[config.mk]
export PLATFORM = sky130hd
export DESIGN_NAME = time_cycle_generator
export DESIGN_NICKNAME = d
export VERILOG_FILES = /design/src/rtl/time_cycle_generator.sv
export SDC_FILE = /design/constraint.sdc
export NUM_CORES = 1
export LEC_CHECK = 0
export CAP_MARGIN = 10
export CORE_ASPECT_RATIO = 1.2
export CORE_UTILIZATION = 30
export CTS_CLUSTER_DIAMETER = 100
export CTS_CLUSTER_SIZE = 24
export DETAILED_ROUTE_END_ITERATION = 8
export PLACE_DENSITY = 0.5
export REMOVE_ABC_BUFFERS = 1
export SYNTH_ARGS = -nofsm -noshare
export SYNTH_HDL_FRONTEND = slang
export SYNTH_SLANG_ARGS = --single-unit
[constraint.sdc]
create_clock -name Clk -period 2.32 [get_ports Clk]
set_input_delay 0.232 -clock Clk [delete_from_list [all_inputs] [get_ports Clk]]
set_output_delay 0.232 -clock Clk [all_outputs]
set_load 0.05 [all_outputs]
[src/rtl/time_cycle_generator.sv]
// Initiator for the CStart/CEnd timed-cycle protocol: issues bursts of cycles with a
// programmable gap, plus optional one-shot malformed-cycle injection for checker testing.
module time_cycle_generator #(
    parameter int CNT_W = 8,
    parameter int GAP_W = 4
) (
    input  logic             Clk,
    input  logic             Rst,
    input  logic             Go,
    input  logic [CNT_W-1:0] NumCycles,
    input  logic [GAP_W-1:0] Gap,
    input  logic [1:0]       ErrMode,
    input  logic             Abort,
    output logic             CStart,
    output logic             CEnd,
    output logic             Busy,
    output logic             Done,
    output logic [CNT_W-1:0] CyclesSent
);

    typedef enum logic [2:0] {
        S_Idle,
        S_Start,
        S_Mid,
        S_End,
        S_Post,
        S_Gap,
        S_Done
    } state_t;

    localparam logic [1:0] EM_NORMAL = 2'b00;
    localparam logic [1:0] EM_EARLY  = 2'b01;
    localparam logic [1:0] EM_LATE   = 2'b10;
    localparam logic [1:0] EM_DOUBLE = 2'b11;

    state_t           state, state_nxt;
    logic [CNT_W-1:0] num_q;
    logic [GAP_W-1:0] gap_q;
    logic [GAP_W-1:0] gap_cnt;
    logic [1:0]       err_q;
    logic             abort_q;
    logic [CNT_W-1:0] sent;

    // A pulse on Abort in the same clock as the decision still counts as "seen".
    logic abort_seen;
    assign abort_seen = abort_q | Abort;

    always_ff @(posedge Clk or negedge Rst) begin
        if (!Rst) begin
            state   <= S_Idle;
            num_q   <= '0;
            gap_q   <= '0;
            gap_cnt <= '0;
            err_q   <= '0;
            abort_q <= 1'b0;
            sent    <= '0;
        end else begin
            state <= state_nxt;

            if (state == S_Idle) abort_q <= 1'b0;
            else if (Abort)      abort_q <= 1'b1;

            case (state)
                S_Idle: begin
                    if (Go) begin
                        num_q <= NumCycles;
                        gap_q <= Gap;
                        err_q <= ErrMode;
                        sent  <= '0;
                    end
                end
                S_Start: sent <= sent + CNT_W'(1);
                S_Post:  if (state_nxt == S_Gap) gap_cnt <= gap_q;
                S_Gap:   gap_cnt <= gap_cnt - GAP_W'(1);
                default: ;
            endcase
        end
    end

    always_comb begin
        state_nxt = state;
        case (state)
            S_Idle: begin
                if (Go) state_nxt = (NumCycles == '0) ? S_Done : S_Start;
            end
            S_Start: state_nxt = S_Mid;
            S_Mid:   state_nxt = S_End;
            S_End:   state_nxt = S_Post;
            S_Post: begin
                if (err_q != EM_NORMAL || abort_seen || sent == num_q) state_nxt = S_Done;
                else if (gap_q == '0)                                  state_nxt = S_Start;
                else                                                   state_nxt = S_Gap;
            end
            S_Gap: begin
                if (abort_seen)        state_nxt = S_Done;
                else if (gap_cnt == 1) state_nxt = S_Start;
            end
            S_Done:  state_nxt = S_Idle;
            default: state_nxt = S_Idle;
        endcase
    end

    // Outputs are a pure decode of state so a reset drops them without waiting for a clock.
    always_comb begin
        CStart = (state == S_Start);
        Busy   = (state != S_Idle);
        Done   = (state == S_Done);
        CEnd   = 1'b0;
        case (state)
            S_Mid:   CEnd = (err_q == EM_EARLY);
            S_End:   CEnd = (err_q == EM_NORMAL) || (err_q == EM_DOUBLE);
            S_Post:  CEnd = (err_q == EM_LATE)   || (err_q == EM_DOUBLE);
            default: CEnd = 1'b0;
        endcase
    end

    assign CyclesSent = sent;

endmodule

==> results of run 1 <==
[state kept, by name (all words and copies together) (netlist names)]
name / count
CyclesSent: 8
state: 3
err_q: 2
abort_q: 1
gap_cnt: 4
num_q: 8
gap_q: 4
[placed cells by master, fill, tap and decap left out, types with 3 or more instances in the layout]
| cell | n |
|---|---|
| nand2_1 | 9 |
| a21oi_1 | 3 |
| or4_1 | 3 |
| xnor2_2 | 3 |
| nor2b_1 | 3 |
| nand2b_1 | 3 |
| mux2_2 | 8 |
| nand3_1 | 8 |
| o21ai_0 | 11 |
| dfrtp_1 | 30 |
| clkbuf_8 | 5 |
| ha_1 | 3 |
| mux2_1 | 6 |
| inv_1 | 3 |
| nor2_1 | 11 |
| nand4_1 | 6 |
| buf_4 | 3 |
| xnor2_1 | 5 |
| clkdlybuf4s50_1 | 27 |
[report_power, final]
part	total [W]	switching (W)	internal, W
clock network	0.000394	0.000188	0.000206
logic	0.00106	0.000560	0.000504
registers	0.000998	0.000255	0.000743
total	0.00246	0.00100	0.00145
[layer usage]
| metal | GRT usage | wire, um |
|---|---|---|
| met1 | 0.1836 | 1559 |
| met2 | 0.2431 | 1767 |
| met3 | 0.04306 | 141 |
| met4 | 0.06250 | 57 |
| met5 | 0 | 0 |
[metrics by stage]
step | worst slack (ns) | cells | util
floorplan | 0.3887 | 144 | -
global placement | 0.4361 | 234 | 0.3869
detailed placement | 0.4146 | 234 | 0.3869
CTS | 0.2026 | 241 | 0.4021
global route | 0.1226 | 241 | 0.4021
finish | 0.2126 | 241 | 0.4021
[layout make-up]
type	count	area, um^2	area share
Clock buffer	7	76.32	0.03789
Timing Repair Buffer	30	292.8	0.1453
Sequential cell	30	750.7	0.3727
Tap cell	60	75.07	0.03727
Inverter	4	15.01	0.007453
Multi-Input combinational cell	110	804.5	0.3994
[worst max-delay path by stage]
stage / start / to / slack, ns / depth (start not counted)
after floorplan: CyclesSent[2] / gap_cnt[0] / 0.39 / 5
after global placement: NumCycles[5] / state[0] / 0.44 / 5
after detailed placement: NumCycles[5] / state[0] / 0.41 / 5
after CTS: state[0] / Busy / 0.20 / 3
after global routing: state[0] / Busy / 0.12 / 3
final: state[0] / Busy / 0.21 / 3
[logic make-up after synthesis]
group	count (synthesis)
buf+inv	8
mux	16
compound gates	26
xor+xnor	8
fa+ha+maj	3
simple gates	57
flops	30
==> reports/metrics.yaml, run 1 <==
yosys:
  syn_avg_cell_area_um2: 10.78
  ys_ff_latch: 30
  syn_area_um2: 1595
  synth_top_area_cell: "dfrtp_1"
  synthTopCellsByCount: "30 x dfrtp_1, 11 x nor2_1, 11 x o21ai_0"
  ys_types: 42
  synth_ff_type: "dfrtp_1"
  netlist_instances: 148
  synth_most_common_cell: "dfrtp_1"
  synth.area.top_cells: "dfrtp_1 47%, mux2_2 5.6%, mux2_1 4.2%"
  yosys.area_share.simple: 0.2024
  synth_fa_ha_area_frac: 0.02353
  synth_edf_count: 0
  synthArstFlopShare: 1.000
  synth_xor_area_frac: 0.05804
  ys_warn_count: 0
  synth_top_area_share: 0.4706
  synth_top_family_by_area: "simple AND/OR/NAND/NOR gates"
  synth-compound-area-share: 0.1090
  ys_seq_area_frac: 0.4706
  synthMuxAreaShare: 0.1114
timing:
  setup_viol: 0
  maxSlewHeadroom: 0.6660
  rsz0062_at_grt: "no"
  maxSlewViolCount: 0
  fin_crit_sh: 0.9083
  max_freq_ghz: 0.4745
  worstMarginPinSlew_ns: 0.4994
  holdWs_ns: 0.3535
  finClkSkew_ns: 0.003432
  finalHoldViolations: 0
  fin_tns_setup_ns: 0
  period_minus_slack_ns: 2.107
final_layout:
  fillers: 504
  drive_above_1_share: 0.1381
  layout.nets: 202
  final_area_um2: 2014
  diodes: 0
  syn_to_final_growth_pct: 26.27
clock_network:
  post_cts_buffers: 0
  cts-hold-fix-buffers: 0
  cts_tree: "done"
  root_buffer: "clkbuf_8"
  clock_path_buffers: 2
  cts_sinks: 30
  clk_latency_ns: 0.28
  cts_inserted_buffers: 5
  cts.repair.resized: 0
  h-tree-depth: 2
  clk_pin_slew_ns: 0.06
global_route:
  groute.usage.overall: 0.1501
  grt_overflow: 0
  antenna_found_initial: 0
  grt_pass1_vias: 1256
  grt_pass1_wl_um: 6065
  grt_max_degree: 31
drt:
  wl_per_cell_um: 14.63
  wirelength_um: 3525
  antenna_left: 0
  num_vias: 1257
  firstDrtPassIters: 4
  drt_iter0_drc: 42
  drc: 0
  vias_per_cell: 5.216
worst_setup_path:
  critPathTopFamily: "buffers and inverters"
  rrSetupSlack_ns: 0.50
  slowest_delay_ns: 0.70
  slowest_stage: "clkdlybuf4s50_1"
  path_max_fanout: 10
  path_buf_inv: 2
  crit_path_start_kind: "flop"
  worstReg2RegEnd: "gap_cnt[0]"
  reg2reg_depth: 5
  crit_path_end_kind: "output port"
  critPathRequiredTime_ns: 2.09
  worstPathArrival_ns: 1.88
  worstReg2RegStart: "CyclesSent[0]"
  worstSetupPathType: "flop to output port"
  path_cells: "nor3_4 -> inv_1 -> clkdlybuf4s50_1"
die:
  coreArea_um2: 5010
  fp.dieArea_um2: 5615
  start_util: 0.3184
  num_rows: 28
  fp.dieW_um: 68.57
  pin_count: 30
  dieHeight_um: 81.88
run:
  drv_cap: 0
place:
  gp_congestion: 0.8053
  place_area_um2: 1938
  dp_hpwl_um: 2536
  io_buffers: 29
outcome:
  status: "finished, final reports clean"
worst_hold_path:
  holdCritPathClass: "input pin to async pin"
power:
  p_leak_nw: 0.8337
  finalPower_w: 0.002457
  irDropWorstVdd_v: 0.0007777
  p_per_area_nw_per_um2: 1220
Power figures use the tool's default switching activity.
==> inputs of run 2 (changes only) <==
--- a/config.mk
+++ b/config.mk
@@ -5,6 +5,7 @@
 export SDC_FILE = /design/constraint.sdc
 export NUM_CORES = 1
 export LEC_CHECK = 0
+export ABC_CLOCK_PERIOD_IN_PS = 2320
 export CAP_MARGIN = 10
 export CORE_ASPECT_RATIO = 1.2
 export CORE_UTILIZATION = 30
@@ -13,6 +14,7 @@
 export DETAILED_ROUTE_END_ITERATION = 8
 export PLACE_DENSITY = 0.5
 export REMOVE_ABC_BUFFERS = 1
+export SKIP_LAST_GASP = 1
 export SYNTH_ARGS = -nofsm -noshare
 export SYNTH_HDL_FRONTEND = slang
 export SYNTH_SLANG_ARGS = --single-unit
==> results of run 2 <==
No change in the layout: final DEF, timing and power equal those of run 1.
==> inputs of run 3 (changes only) <==
--- a/config.mk
+++ b/config.mk
@@ -9,6 +9,7 @@
 export CAP_MARGIN = 10
 export CORE_ASPECT_RATIO = 1.2
 export CORE_UTILIZATION = 30
+export CTS_BUF_LIST = sky130_fd_sc_hd__clkbuf_4 sky130_fd_sc_hd__clkbuf_8
 export CTS_CLUSTER_DIAMETER = 100
 export CTS_CLUSTER_SIZE = 24
 export DETAILED_ROUTE_END_ITERATION = 8
==> run 3 against run 2 <==
- non-clock buffer count did not move
- clock-buffer cell count did not move
- clock skew barely moved
- critical path type unchanged
- largest power group unchanged
- highest routed layer unchanged
==> reports/metrics.yaml, run 3 (same netlist as run 1, synthesis figures left out) <==
timing:
  fin_tns_setup_ns: 0
  max_freq_ghz: 0.4742
  maxSlewHeadroom: 0.6660
  period_minus_slack_ns: 2.109
  worstMarginPinSlew_ns: 0.4994
  maxSlewViolCount: 0
  finalHoldViolations: 0
  rsz0062_at_grt: "no"
  finClkSkew_ns: 0.003301
  fin_crit_sh: 0.9089
  holdWs_ns: 0.3535
  setup_viol: 0
place:
  io_buffers: 29
  gp_congestion: 0.8053
  place_area_um2: 1938
  dp_hpwl_um: 2536
  placedCellCount: 234
clock_network:
  cts_inserted_buffers: 5
  clk_latency_ns: 0.28
  clk_pin_slew_ns: 0.06
  cts_tree: "done"
  root_buffer: "clkbuf_8"
  cts-hold-fix-buffers: 0
  cts.repair.resized: 0
  cts_sinks: 30
  h-tree-depth: 2
  post_cts_buffers: 0
  clock_path_buffers: 2
run:
  drv_cap: 0
worst_setup_path:
  worstReg2RegEnd: "gap_cnt[0]"
  reg2reg_depth: 5
  critPathRequiredTime_ns: 2.09
  path_max_fanout: 10
  worstReg2RegStart: "CyclesSent[0]"
  crit_path_end_kind: "output port"
  worstPathArrival_ns: 1.88
  crit_path_start_kind: "flop"
  rrSetupSlack_ns: 0.50
  worstSetupPathType: "flop to output port"
drt:
  num_vias: 1255
  met1Wirelength_um: 1561
  top_layer: "met4"
  wirelength_um: 3525
  drt_iter0_drc: 42
  antenna_left: 0
  vias_per_cell: 5.207
  met2_length_um: 1765
  dr_wl_met3_um: 141
  drc: 0
  wl_per_cell_um: 14.63
  firstDrtPassIters: 4
final_layout:
  register_area_um2: 750.7
  diodes: 0
  mostFrequentLayoutCells: "30 x dfrtp_1, 27 x clkdlybuf4s50_1, 11 x nor2_1, 11 x o21ai_0, 9 x nand2_1"
  syn_to_final_growth_pct: 26.75
  layout.nets: 202
  drive_above_1_share: 0.1492
  multi_input_area_um2: 804.5
  final_area_um2: 2022
  final_cell_count_no_fill: 241
  fillers: 503
  layout_commonest_cell: "dfrtp_1"
power:
  irDropWorstVdd_v: 0.0008060
  p_per_area_nw_per_um2: 1227
  finalPower_w: 0.002481
  p_leak_nw: 0.8405
global_route:
  grt_pass1_vias: 1255
  groute.usage.overall: 0.1498
  grt_max_degree: 31
  grt_overflow: 0
  grt_pass1_wl_um: 6051
  antenna_found_initial: 0
die:
  coreArea_um2: 5010
  start_util: 0.3184
  pin_count: 30
  fp.dieArea_um2: 5615
  dieHeight_um: 81.88
  num_rows: 28
  fp.dieW_um: 68.57
worst_hold_path:
  holdCritPathClass: "input pin to async pin"
outcome:
  status: "finished, final reports clean"
## run 3: power by group
group	switching (W)	total [W]	internal, W
Clock	0.000188	0.000418	0.000230
Sequential	0.000256	0.000998	0.000743
Combinational	0.000561	0.00107	0.000504
## run 3: through the flow
stage               utilization  setup WS, ns
finish                   0.4036        0.2113
CTS                      0.4036        0.2026
global route             0.4036        0.1226
global placement         0.3869        0.4361
detailed placement       0.3869        0.4146
floorplan                     -        0.3887
## run 3: area by class of cell
class	instances	share of cell area
flip-flops and latches	30	0.3713
multi-input cells	110	0.3979
clock buffers	7	0.04146
repair buffers	30	0.1448
inverters	4	0.007426
well taps	60	0.03713
## run 3: worst max path at each step
| stage | cells past startpoint | start | end |
|---|---|---|---|
| global placement | 5 | NumCycles[5] | state[0] |
| CTS | 3 | state[0] | Busy |
| detailed placement | 5 | NumCycles[5] | state[0] |
| floorplan | 5 | CyclesSent[2] | gap_cnt[0] |
| global route | 3 | state[0] | Busy |
| finish | 3 | state[0] | Busy |
## run 3: worst max-delay path, stage by stage (launching register included)
cell and delay, ns:
dfrtp_1 0.51, nor3_4 0.32, inv_1 0.07, clkdlybuf4s50_1 0.70
## run 3: per-layer routing
layer,vias to the layer above,GRT usage
met3,6,0.04306
met4,0,0.06250
met1,613,0.1828
met5,-,0
met2,34,0.2431
li1,602,-
